### src/rtl/prod_pkg.sv
// prod_pkg: shared FSM encoding and constants for the multi-pair product sequencer.
// Contents: state_t (3-bit, 8 states), CW_DEFAULT (cycle counter width), PAIR_LAT() (cycles per pair).
// Build option PROD_SIGNED_EN: adds the two's-complement negate cycle, so PAIR_LAT grows by one.
package prod_pkg;

  typedef enum logic [2:0] {
    IDLE    = 3'd0,
    FETCH_A = 3'd1,
    FETCH_B = 3'd2,
    LATCH_B = 3'd3,
    MUL     = 3'd4,
    WR_HI   = 3'd5,
    WR_LO   = 3'd6,
    DONE    = 3'd7
  } state_t;

  localparam int CW_DEFAULT = 16;

  // Cycles one operand pair occupies: 2 fetch, 1 latch, dw multiply steps, 2 writes.
  function automatic int PAIR_LAT(input int dw);
`ifdef PROD_SIGNED_EN
    return dw + 6;
`else
    return dw + 5;
`endif
  endfunction

endpackage

### src/rtl/shift_add_core.sv
// shift_add_core: unsigned DW x DW -> 2*DW shift-add multiplier, one partial product per step.
// Latency: load, then DW step cycles; done is high during the final step (product valid next cycle).
// Ports: CLK, start (async reset), load/a/b, step, [neg with PROD_SIGNED_EN], product, done. No backpressure.
module shift_add_core
  import prod_pkg::*;
#(
  parameter int DW = 8
) (
  input  logic            CLK,
  input  logic            start,
  input  logic            load,
  input  logic [DW-1:0]   a,
  input  logic [DW-1:0]   b,
  input  logic            step,
`ifdef PROD_SIGNED_EN
  input  logic            neg,
`endif
  output logic [2*DW-1:0] product,
  output logic            done
);

  localparam int CNTW = $clog2(DW + 1);

  logic [2*DW-1:0] p_q, p_d;
  logic [DW-1:0]   m_q;
  logic [CNTW-1:0] cnt_q;
  logic [DW:0]     sum_d;   // {carry, new high half}

  // Multiplier bits are consumed from P[0]; the product grows in from the top.
  always_comb begin
    sum_d = {1'b0, p_q[2*DW-1:DW]};
    if (p_q[0]) sum_d = sum_d + {1'b0, m_q};
    p_d = {sum_d, p_q[DW-1:1]};
  end

  always_ff @(posedge CLK or posedge start) begin
    if (start) begin
      p_q   <= '0;
      m_q   <= '0;
      cnt_q <= '0;
    end else if (load) begin
      p_q   <= {{DW{1'b0}}, b};
      m_q   <= a;
      cnt_q <= '0;
    end else if (step) begin
      p_q   <= p_d;
      cnt_q <= cnt_q + CNTW'(1);
`ifdef PROD_SIGNED_EN
    end else if (neg) begin
      p_q   <= ~p_q + (2*DW)'(1);
`endif
    end
  end

  assign product = p_q;
  assign done    = step & (cnt_q == CNTW'(DW - 1));

endmodule

### src/rtl/prod_seq_engine.sv
// prod_seq_engine: reads operand pairs from data memory, multiplies them, writes MSW then LSW back.
// Latency: PAIR_LAT(DW) cycles per pair; go is only accepted in IDLE/DONE, ignored while busy.
// Ports: CLK, start (async reset), go/num_pairs, memory master port, busy/halt/cycle_ct status.
// Build option PROD_SIGNED_EN: adds signed_mode input (two's-complement operands, one extra cycle per pair).
module prod_seq_engine
  import prod_pkg::*;
#(
  parameter int DW       = 8,
  parameter int AW       = 8,
  parameter int PW       = 4,
  parameter int SRC_BASE = 0,
  parameter int DST_BASE = 64,
  parameter int CW       = CW_DEFAULT
) (
  input  logic          CLK,
  input  logic          start,
  input  logic          go,
  input  logic [PW-1:0] num_pairs,
`ifdef PROD_SIGNED_EN
  input  logic          signed_mode,
`endif
  output logic [AW-1:0] mem_addr,
  output logic          mem_rd_en,
  output logic          mem_wr_en,
  output logic [DW-1:0] mem_wdata,
  input  logic [DW-1:0] mem_rdata,
  output logic          busy,
  output logic          halt,
  output logic [CW-1:0] cycle_ct
);

  localparam logic [AW-1:0] SRC_A = AW'(SRC_BASE);
  localparam logic [AW-1:0] DST_A = AW'(DST_BASE);

  state_t          state_q;
  logic [PW-1:0]   np_q, idx_q;
  logic [PW:0]     idx_inc_d;
  logic [AW-1:0]   off_d, nxt_off_d;
  logic [DW-1:0]   a_q;
  logic [AW-1:0]   addr_q;
  logic            rd_q, wr_q, hi_sel_q, busy_q, halt_q;
  logic [CW-1:0]   cyc_q;
  logic            core_load, core_step, core_done;
  logic [2*DW-1:0] core_p;
  logic [DW-1:0]   a_mag_d, b_mag_d;

  assign idx_inc_d = {1'b0, idx_q} + (PW+1)'(1);
  assign off_d     = AW'({idx_q, 1'b0});               // 2*i, wraps modulo 2^AW
  assign nxt_off_d = AW'({idx_inc_d[PW-1:0], 1'b0});   // 2*(i+1)

`ifdef PROD_SIGNED_EN
  logic smode_q, sign_q, neg_ph_q, core_neg;
  // Magnitudes are formed DW+1 wide so the most-negative value maps to 2^(DW-1).
  assign a_mag_d   = (smode_q && a_q[DW-1])
                   ? DW'((DW+1)'(0) - {a_q[DW-1], a_q}) : a_q;
  assign b_mag_d   = (smode_q && mem_rdata[DW-1])
                   ? DW'((DW+1)'(0) - {mem_rdata[DW-1], mem_rdata}) : mem_rdata;
  assign core_step = (state_q == MUL) && !neg_ph_q;
  assign core_neg  = (state_q == MUL) && neg_ph_q && sign_q;
`else
  assign a_mag_d   = a_q;
  assign b_mag_d   = mem_rdata;
  assign core_step = (state_q == MUL);
`endif
  assign core_load = (state_q == LATCH_B);

  shift_add_core #(.DW(DW)) u_core (
    .CLK     (CLK),
    .start   (start),
    .load    (core_load),
    .a       (a_mag_d),
    .b       (b_mag_d),
    .step    (core_step),
`ifdef PROD_SIGNED_EN
    .neg     (core_neg),
`endif
    .product (core_p),
    .done    (core_done)
  );

  always_ff @(posedge CLK or posedge start) begin
    if (start) begin
      state_q  <= IDLE;
      np_q     <= '0;
      idx_q    <= '0;
      a_q      <= '0;
      addr_q   <= '0;
      rd_q     <= 1'b0;
      wr_q     <= 1'b0;
      hi_sel_q <= 1'b0;
      busy_q   <= 1'b0;
      halt_q   <= 1'b0;
      cyc_q    <= '0;
`ifdef PROD_SIGNED_EN
      smode_q  <= 1'b0;
      sign_q   <= 1'b0;
      neg_ph_q <= 1'b0;
`endif
    end else begin
      // Strobes and address are single-cycle; each state re-arms what the next state needs.
      rd_q   <= 1'b0;
      wr_q   <= 1'b0;
      addr_q <= '0;
      if (busy_q && cyc_q != '1) cyc_q <= cyc_q + CW'(1);

      case (state_q)
        IDLE, DONE: begin
          if (go) begin
            cyc_q <= '0;
            if (num_pairs != '0) begin
              np_q    <= num_pairs;
              idx_q   <= '0;
              halt_q  <= 1'b0;
              busy_q  <= 1'b1;
              rd_q    <= 1'b1;
              addr_q  <= SRC_A;
              state_q <= FETCH_A;
`ifdef PROD_SIGNED_EN
              smode_q <= signed_mode;
`endif
            end else begin
              halt_q  <= 1'b1;
              state_q <= DONE;
            end
          end
        end
        FETCH_A: begin
          rd_q    <= 1'b1;
          addr_q  <= SRC_A + off_d + AW'(1);
          state_q <= FETCH_B;
        end
        FETCH_B: begin
          a_q     <= mem_rdata;   // data for the FETCH_A read
          state_q <= LATCH_B;
        end
        LATCH_B: begin
`ifdef PROD_SIGNED_EN
          sign_q  <= smode_q & (a_q[DW-1] ^ mem_rdata[DW-1]);
`endif
          state_q <= MUL;
        end
        MUL: begin
`ifdef PROD_SIGNED_EN
          if (neg_ph_q) begin
            neg_ph_q <= 1'b0;
            wr_q     <= 1'b1;
            hi_sel_q <= 1'b1;
            addr_q   <= DST_A + off_d;
            state_q  <= WR_HI;
          end else if (core_done) begin
            neg_ph_q <= 1'b1;
          end
`else
          if (core_done) begin
            wr_q     <= 1'b1;
            hi_sel_q <= 1'b1;
            addr_q   <= DST_A + off_d;
            state_q  <= WR_HI;
          end
`endif
        end
        WR_HI: begin
          wr_q     <= 1'b1;
          hi_sel_q <= 1'b0;
          addr_q   <= DST_A + off_d + AW'(1);
          state_q  <= WR_LO;
        end
        WR_LO: begin
          idx_q <= idx_inc_d[PW-1:0];
          if (idx_inc_d == {1'b0, np_q}) begin
            halt_q  <= 1'b1;
            busy_q  <= 1'b0;
            state_q <= DONE;
          end else begin
            rd_q    <= 1'b1;
            addr_q  <= SRC_A + nxt_off_d;
            state_q <= FETCH_A;
          end
        end
        default: state_q <= IDLE;
      endcase
    end
  end

  // Product is frozen during the write states, so the data mux needs no extra register.
  assign mem_wdata = wr_q ? (hi_sel_q ? core_p[2*DW-1:DW] : core_p[DW-1:0]) : '0;
  assign mem_addr  = addr_q;
  assign mem_rd_en = rd_q;
  assign mem_wr_en = wr_q;
  assign busy      = busy_q;
  assign halt      = halt_q;
  assign cycle_ct  = cyc_q;

endmodule

### config.mk
export PLATFORM = sky130hd
export DESIGN_NAME = prod_seq_engine
export DESIGN_NICKNAME = d
export VERILOG_FILES = /design/src/rtl/prod_pkg.sv /design/src/rtl/shift_add_core.sv /design/src/rtl/prod_seq_engine.sv
export SDC_FILE = /design/constraint.sdc
export NUM_CORES = 1
export LEC_CHECK = 0
export CAP_MARGIN = 20
export CORE_ASPECT_RATIO = 0.5
export CORE_MARGIN = 2
export CORE_UTILIZATION = 59
export DETAILED_ROUTE_END_ITERATION = 8
export DONT_BUFFER_PORTS = 1
export PLACE_DENSITY = 0.81
export RECOVER_POWER = 100
export SLEW_MARGIN = 20
export SYNTH_ARGS = -nofsm -noshare
export SYNTH_HDL_FRONTEND = slang
export SYNTH_SLANG_ARGS = --single-unit
### constraint.sdc
create_clock -name CLK -period 3 [get_ports CLK]
set_input_delay 0.6 -clock CLK [delete_from_list [all_inputs] [get_ports CLK]]
set_output_delay 0.6 -clock CLK [all_outputs]
set_load 0.01 [all_outputs]
==> run_results.csv, run 1 <==
group,metric,value,unit
min_path,worst_hold_path_type,"input port to flip-flop",
worst_setup_path,cp.required,3.22,ns
floorplanning,start_util,0.629,
synth,synth_top_cell_area_share,0.470,
placement,io_buffers,0,
worst_setup_path,end_kind,"flip-flop",
min_path,hp-start,"mem_rdata[0]",
route,ant_nets,0,
timing,slew-limit-headroom,0.0139,
synth,ys_ff_latch,74,
global_route,met1_usage,0.303,
worst_setup_path,critical_path_class,"flip-flop to flip-flop",
synth,synth_area_leader_cell,"dfrtp_1",
finish,final_common_cell,"dfrtp_1",
route,wirelength,8.63,mm
finish,nets,436,
worst_setup_path,startpoint_type,"flip-flop",
synth,synthSimpleGateAreaFrac,0.201,
timing,tightest_slew,1.48,ns
synth,synthCells,411,
synth,synthMuxAreaShare,0.0540,
pwr,leakagePower,0.00192,uW
route,drc,0,
synth,synthArstFlopShare,1.00,
clocking,post_cts_buffers,0,
global_route,grt_pass1_wl,14.3,mm
route,drt_first_pass_iters,4,
floorplanning,rows,20,
worst_setup_path,cp-startpoint,"idx_q[0]",
finish,drive_gt1_frac,0.0780,
global_route,grt.total_usage,0.256,
run_status,status,"complete, no violations",
worst_setup_path,path_max_fanout,8,
floorplanning,ios,51,
timing,skew,0.00591,ns
clocking,clkTransAtPathRegs,0.06,ns
timing,rsz0062_at_grt,"false",
route,wire_per_inst,17.3,um
clocking,cts_max_level,3,
global_route,grt_max_degree,41,
synth,synth.area.top_cells,"dfrtp_1, nand2_1, nor2_1, ha_1, xor2_1",
flow_run,drv_cap,0,
global_route,top_usage_layer,"met2",
clocking,clock-sinks,74,
worst_setup_path,reg2reg_from,"idx_q[0]",
synth,ys_seq_area_frac,0.470,
timing,hold_violations,0,
synth,synthFlopType,"dfrtp_1",
clocking,cts_made_buffers,9,
clocking,cts_resized,0,
timing,finalSetupTns,0,ns
synth,synth_edf_count,0,
finish,area_delta_synth_final,7.53,%
global_route,grt_pass1_vias,3025,
clocking,cts_tree,"done",
global_route,overflow,0,
timing,fmaxAchievable,0.427,GHz
finish,num_antenna_cells,0,
clocking,clockBufferDepth,2,
synth,synth.distinct_cells,60,
synth,synth_top_family_by_area,"simple AND/OR/NAND/NOR gates",
route,drt_iter0_drc,230,
route,via_per_inst,6.10,
floorplanning,core,0.00626,mm2
timing,finalWorstSetupSlack,0.656,ns
route,vias,3040,
placement,place_ws,0.793,ns
synth,synth.avg_cell_area,9.58,um2
timing,fin_crit_sh,0.781,
clocking,hold_buffers,0,
global_route,met3_usage,0.0940,
global_route,antenna_found_initial,0,
synth,synth_fa_ha_area_frac,0.0400,
timing,finalMaxSlewViolations,0,
pwr,vdd_drop_max,0.486,mV
timing,finalSetupViolCount,0,
synth,yosysWarnings,0,
global_route,grtUsageMet2,0.439,
synth,syn_area,0.00394,mm2
floorplanning,die_x,120,um
synth,synth_compound_area_frac,0.154,
finish,layout_common_cells,"dfrtp_1, nand2_1, nor2_1",
placement,hpwl,5.79,mm
timing,fin_crit,2.34,ns
floorplanning,die_area,0.00738,mm2
clocking,clockRootBuffer,"clkbuf_16",
clocking,clkLatencyLatePin,0.34,ns
floorplanning,chipHeight,61.8,um
synth,yosys.area_share.xor_xnor,0.0467,
pwr,power_density,1080,mW/mm2
worst_setup_path,cp.arrival,2.57,ns
placement,place_congestion,0.917,
[flip-flops by register name, indices dropped and copies added, names as in the netlist]
| register | flops |
|---|---|
| mem_addr | 6 |
| np_q | 4 |
| busy | 1 |
| idx_q | 4 |
| cycle_ct | 16 |
| mem_rd_en | 1 |
| hi_sel_q | 1 |
| a_mag_d | 8 |
| state_q | 3 |
| u_core.cnt_q | 4 |
| u_core.product | 16 |
| u_core.m_q | 8 |
| mem_wr_en | 1 |
| halt | 1 |
[kinds of logic after synthesis]
group                    after synthesis
buffers and inverters                 27
XOR/XNOR                              21
other                                  1
AO/OA/AOI/OAI                         92
adder cells (fa/ha/maj)               12
multiplexers                          20
flip-flops                            74
AND/OR/NAND/NOR                      164
[cells in the mapped netlist, types with 3 or more instances]
cell,number
a211oi_1,3
a21o_1,6
a21oi_1,18
a22o_1,7
a31oi_1,8
and3_1,5
and4_1,4
buf_4,3
clkbuf_1,14
dfrtp_1,74
ha_1,11
inv_1,6
mux2_2,10
mux2i_1,10
nand2_1,56
nand2b_1,5
nand3_1,10
nand4_1,9
nor2_1,42
nor2b_1,13
nor3_1,5
o211ai_1,5
o21ai_0,21
o21bai_1,3
xnor2_1,8
xor2_1,13
[metal layers]
layer,vias to the layer above,share of wire
li1,1453,-
met1,1480,0.45
met2,89,0.47
met3,18,0.067
met4,0,0.018
met5,-,0
[stage by stage]
step / total power, uW / instance area [um2] / utilization / instances / hold slack [ns]
6_report: 4570 / 4230 / 0.677 / 498 / 0.381
5_1_grt: 4900 / 4230 / 0.677 / 498 / 0.390
4_1_cts: 4600 / 4260 / 0.681 / 498 / 0.293
3_5_place_dp: 3630 / 4010 / 0.641 / 486 / 0.454
3_3_place_gp: 3540 / 4010 / 0.641 / 486 / 0.445
2_1_floorplan: 3220 / 3940 / - / 412 / 0.435
[path summary, 6_finish.rpt]
check / end / slack [ns] / depth (start not counted)
setup / recovery: mem_addr[4] / 0.66 / 6
hold / removal: u_core.product[0] / 0.38 / 2
setup reg to reg: mem_addr[4] / 0.66 / 6
hold reg to reg: u_core.m_q[5] / 0.47 / 2
max in group asynchronous: mem_addr[4] / 0.90 / 2
min in group asynchronous: a_mag_d[7] / 0.51 / 1
[worst max-delay path, cell delays in order, from the launching register on]
cell	delay [ns]
dfrtp_1	0.46
ha_1	0.37
xnor2_1	0.14
nand2_1	0.07
or4_1	0.68
a31o_1	0.28
a22o_1	0.22
[cell type report]
cell class	count	area [um2]
fillers	492	2020
multi-input cells	311	1960
flip-flops and latches	74	1850
clock buffers	11	243
well taps	88	110
repair buffers	7	46.3
inverters	6	22.5
clock inverters	1	5.00
[power breakdown]
part | total [uW] | switching (uW) | internal, uW
registers | 1860 | 477 | 1380
logic | 1770 | 985 | 781
clock network | 948 | 386 | 562
No activity file was read; power rests on OpenSTA's default activity.
==> inputs of run 2 (changes only) <==
Settings changed: CORE_UTILIZATION 59 to 57.
Clock period 3 ns to 1.95 ns, I/O delays scaled along.
==> run_results.csv, run 2 (synthesis results as in run 1) <==
group,metric,value,unit
placement,hpwl,6.45,mm
pwr,p_seq_frac,0.351,
worst_setup_path,crit_buf_inv,0,
finish,num-fill-cells,507,
clocking,clockRootBuffer,"clkbuf_16",
timing,fmaxAchievable,0.503,GHz
finish,drive_gt1_frac,0.157,
floorplanning,chipHeight,62.8,um
worst_setup_path,rr_endpoint,"u_core.product[13]",
global_route,grt.total_usage,0.271,
worst_setup_path,slowest_stage,"dfrtp_1",
timing,hold_ws,0.173,ns
timing,slew-limit-headroom,0.338,
global_route,grt_pass1_wl,15.9,mm
run_status,status,"finished, violations left",
pwr,power_density,1680,mW/mm2
min_path,hold_depth,2,
floorplanning,core,0.00667,mm2
timing,finalWorstSetupSlack,-0.0368,ns
timing,finalSetupViolCount,2,
worst_setup_path,cp.arrival,2.21,ns
route,drt_iter0_drc,346,
pwr,leakagePower,0.00206,uW
worst_setup_path,slowest_delay,0.38,ns
worst_setup_path,crit_family,"compound AO/OA/AOI/OAI gates",
global_route,grt_max_degree,39,
worst_setup_path,r2r_cells,7,
finish,fin_cells,543,
finish,post-route-util,0.683,
placement,placed_cells,520,
clocking,clockBufferDepth,2,
route,wirelength,9.58,mm
clocking,clkTransAtPathRegs,0.05,ns
pwr,vdd_drop_max,0.950,mV
floorplanning,ios,51,
worst_setup_path,cp.required,2.18,ns
placement,io_buffers,0,
finish,ff_latch_area,0.00185,mm2
timing,fin_crit_sh,1.02,
clocking,clock-sinks,74,
timing,fin_crit,1.99,ns
placement,place_congestion,0.866,
pwr,power_switching,3050,uW
timing,finalSetupTns,-0.0674,ns
global_route,grt_pass1_vias,3289,
route,drt_first_pass_iters,5,
route,ant_nets,0,
finish,multi_input_area,0.00201,mm2
worst_setup_path,cp-startpoint,"u_core.product[8]",
flow_run,drv_cap,0,
worst_setup_path,path_max_fanout,2,
floorplanning,start_util,0.590,
clocking,cts_made_buffers,9,
global_route,antenna_found_initial,0,
worst_setup_path,startpoint_type,"flip-flop",
pwr,sw_frac_of_total,0.399,
min_path,worst_hold_path_type,"input port to flip-flop",
pwr,p_int,4610,uW
min_path,hp-start,"mem_rdata[0]",
timing,rsz0062_at_grt,"true",
floorplanning,die_area,0.00763,mm2
worst_setup_path,reg2reg_from,"u_core.product[8]",
finish,area_delta_synth_final,15.8,%
timing,hold_violations,0,
finish,nets,475,
timing,tightest_slew,0.987,ns
global_route,overflow,0,
worst_setup_path,r2r_slack,-0.04,ns
worst_setup_path,end_kind,"flip-flop",
finish,final_common_cell,"dfrtp_1",
worst_setup_path,path_cells,"ha_2 -> fa_2 -> a211oi_2 -> o21bai_1 -> a21oi_2 -> xnor2_1 -> o31ai_1",
clocking,cts_tree,"done",
placement,place_ws,-0.161,ns
min_path,worst_hold_path.endpoint,"u_core.product[0]",
floorplanning,rows,21,
finish,layout_common_cells,"dfrtp_1, nand2_1, nor2_1",
pwr,comb_power_share,0.459,
route,wire_per_inst,17.6,um
clocking,clkLatencyLatePin,0.34,ns
floorplanning,die_x,122,um
clocking,cts_max_level,3,
finish,num_antenna_cells,0,
route,via_per_inst,6.13,
timing,finalMaxSlewViolations,0,
route,drc,0,
run_status,violations,"negative setup slack",
route,vias,3330,
worst_setup_path,critical_path_class,"flip-flop to flip-flop",
timing,skew,0.00420,ns
pwr,clockPowerShare,0.190,
[run 2: changes by cell type in the layout (fill, tap and decap cells not counted), sizes merged]
cell         delta
buf            +22
clkbuf         +19
clkinv          -1
clkinvlp        +1
dlygate4sd3     +1
inv             -1
[run 2: worst max-delay path by stage]
stage | endpoint | depth (start not counted)
floorplan | mem_addr[4] | 7
global placement | u_core.product[13] | 7
detailed placement | u_core.product[13] | 7
CTS | mem_addr[4] | 6
global route | u_core.product[13] | 7
finish | u_core.product[13] | 7
[run 2: repair_timing]
| item | CTS | global route |
|---|---|---|
| endpoints found under the hold margin | 21 | 0 |
| cloned | 0 | 0 |
| pin swaps | 3 | 11 |
| endpoints found under the setup margin | 5 | 20 |
| hold buffers | 1 | 0 |
| resized for setup | 4 | 15 |
| setup buffers | 5 | 3 |
[run 2: area by class of cell]
| cell class | count | share of cell area |
|---|---|---|
| well taps | 92 | 0.0252 |
| clock buffers | 14 | 0.0557 |
| flip-flops and latches | 74 | 0.407 |
| multi-input cells | 311 | 0.441 |
| repair buffers | 46 | 0.0659 |
| inverters | 6 | 0.00521 |
[run 2: per-layer routing]
metal	part of all wire	GRT usage	up-vias
met1	0.43	0.349	1629
met2	0.47	0.429	149
li1	-	-	1523
met5	0	0	-
met4	0.022	0.105	0
met3	0.077	0.0885	29
[run 2: power groups by stage]
stage / combinational [uW] / clock [uW] / sequential, uW
floorplan: 2410 / 0 / 2570
global placement: 3130 / 0 / 2650
detailed placement: 3270 / 0 / 2690
CTS: 3450 / 1490 / 2670
global route: 3920 / 1550 / 2770
finish: 3510 / 1460 / 2690
[run 2: metrics by stage]
stage | power [uW] | instance area (um2)
after global routing | 8240 | 4560
after global placement | 5780 | 4270
after CTS | 7610 | 4590
after detailed placement | 5960 | 4270
after floorplan | 4980 | 3960
final | 7660 | 4560
[run 2: worst register-to-register path, stage by stage, from the launching register on]
cell and delay [ns]:
dfrtp_1 0.38, ha_2 0.20, fa_2 0.35, a211oi_2 0.27
o21bai_1 0.11, a21oi_2 0.19, xnor2_1 0.08, o31ai_1 0.28
==> inputs of run 3 (changes only) <==
Settings changed: SKIP_LAST_GASP set to 1.
==> run_results.csv, run 3 (synthesis results as in run 1) <==
group,metric,value,unit
clocking,clkLatencyLatePin,0.34,ns
worst_setup_path,cp.required,2.17,ns
route,ant_nets,0,
min_path,worst_hold_path.endpoint,"u_core.product[0]",
timing,fin_crit,1.99,ns
worst_setup_path,critical_path_class,"flip-flop to flip-flop",
timing,rsz0062_at_grt,"true",
pwr,leakagePower,0.00206,uW
pwr,vdd_drop_max,0.945,mV
placement,place_ws,-0.161,ns
floorplanning,core,0.00667,mm2
global_route,overflow,0,
global_route,grt_max_degree,39,
clocking,cts_made_buffers,9,
route,drc,0,
min_path,hp-start,"mem_rdata[0]",
run_status,violations,"negative setup slack",
timing,finalSetupViolCount,2,
worst_setup_path,r2r_cells,7,
worst_setup_path,slowest_stage,"dfrtp_1",
placement,place_congestion,0.866,
placement,hpwl,6.45,mm
global_route,grt_pass1_wl,15.9,mm
worst_setup_path,reg2reg_from,"u_core.product[8]",
timing,fmaxAchievable,0.502,GHz
worst_setup_path,path_max_fanout,2,
finish,num_antenna_cells,0,
clocking,clockBufferDepth,2,
clocking,cts_tree,"done",
global_route,grt.total_usage,0.271,
floorplanning,start_util,0.590,
worst_setup_path,crit_family,"compound AO/OA/AOI/OAI gates",
timing,hold_violations,0,
route,wire_per_inst,17.6,um
flow_run,drv_cap,0,
timing,slew-limit-headroom,0.341,
floorplanning,rows,21,
timing,fin_crit_sh,1.02,
worst_setup_path,startpoint_type,"flip-flop",
worst_setup_path,path_cells,"ha_2 -> fa_2 -> a211oi_2 -> o21bai_1 -> a21oi_2 -> xnor2_1 -> o31ai_1",
worst_setup_path,rr_endpoint,"u_core.product[13]",
worst_setup_path,r2r_slack,-0.04,ns
timing,finalMaxSlewViolations,0,
min_path,worst_hold_path_type,"input port to flip-flop",
pwr,power,7620,uW
finish,layout_common_cells,"dfrtp_1, nand2_1, nor2_1",
route,wirelength,9.56,mm
global_route,antenna_found_initial,0,
worst_setup_path,crit_buf_inv,0,
timing,tightest_slew,0.983,ns
timing,finalWorstSetupSlack,-0.0410,ns
finish,final_common_cell,"dfrtp_1",
worst_setup_path,slowest_delay,0.38,ns
finish,nets,475,
worst_setup_path,end_kind,"flip-flop",
worst_setup_path,cp.arrival,2.22,ns
global_route,grt_pass1_vias,3289,
route,via_per_inst,6.05,
pwr,power_density,1680,mW/mm2
clocking,cts_max_level,3,
finish,area_delta_synth_final,15.5,%
finish,drive_gt1_frac,0.151,
floorplanning,chipHeight,62.8,um
clocking,clock-sinks,74,
placement,io_buffers,0,
floorplanning,die_area,0.00763,mm2
route,drt_first_pass_iters,5,
run_status,status,"finished, violations left",
route,vias,3285,
floorplanning,ios,51,
timing,skew,0.00503,ns
clocking,clkTransAtPathRegs,0.05,ns
clocking,clockRootBuffer,"clkbuf_16",
min_path,hold_depth,2,
route,drt_iter0_drc,377,
floorplanning,die_x,122,um
## run 3: cell counts in the layout (fill, tap and decap cells not counted)
No cell type changed its count.
## run 3: stage by stage
| step | util | TNS, ns | hold slack (ns) | cell area [um2] | std cells |
|---|---|---|---|---|---|
| finish | 0.682 | -0.0798 | 0.176 | 4550 | 543 |
| global route | 0.682 | -2.17 | 0.182 | 4550 | 543 |
| CTS | 0.687 | -0.0899 | 0.170 | 4590 | 540 |
| detailed placement | 0.640 | -0.285 | 0.326 | 4270 | 520 |
| global placement | 0.640 | 0 | 0.317 | 4270 | 520 |
| floorplan | - | -0.0275 | 0.435 | 3960 | 412 |
## run 3: routing by layer
layer	GRT usage	share of wire	vias to the layer above
met2	0.429	0.48	129
li1	-	-	1524
met5	0	0	-
met4	0.105	0.019	0
met1	0.349	0.44	1611
met3	0.0885	0.066	21
## run 3: repair_timing
item | CTS | global route
resized for setup | 4 | 12
endpoints found under the setup margin | 5 | 20
endpoints found under the hold margin | 21 | 0
buffers inserted | 5 | 3
hold buffers | 1 | 0
pin swaps | 3 | 11
## run 3: worst register-to-register path, stage by stage (launching register included)
cell and delay [ns]:
dfrtp_1 0.38, ha_2 0.20, fa_2 0.35, a211oi_2 0.27, o21bai_1 0.11, a21oi_2 0.19
xnor2_1 0.08, o31ai_1 0.29
## run 3: final cells by class
type | instances | area (um2)
Sequential cell | 74 | 1850
Inverter | 6 | 23.8
Fill cell | 511 | 2120
Multi-Input combinational cell | 311 | 2000
Clock buffer | 14 | 254
Tap cell | 92 | 115
Timing Repair Buffer | 46 | 300
## run 3: worst max-delay path by stage
stage          slack [ns]            endpoint         startpoint  cells after the start
2_1_floorplan       -0.03         mem_addr[4]           idx_q[0]                      7
3_3_place_gp         0.02  u_core.product[13]  u_core.product[8]                      7
3_5_place_dp        -0.16  u_core.product[13]  u_core.product[8]                      7
4_1_cts             -0.05         mem_addr[4]           idx_q[0]                      6
5_1_grt             -0.17  u_core.product[13]  u_core.product[8]                      7
6_report            -0.04  u_core.product[13]  u_core.product[8]                      7
## run 3: report_power, final
part	internal [uW]	total, uW	leakage [uW]	switching (uW)
logic	1570	3480	0.000991	1910
clock network	882	1460	0.000123	573
registers	2130	2690	0.000942	554
total	4590	7620	0.00206	3030
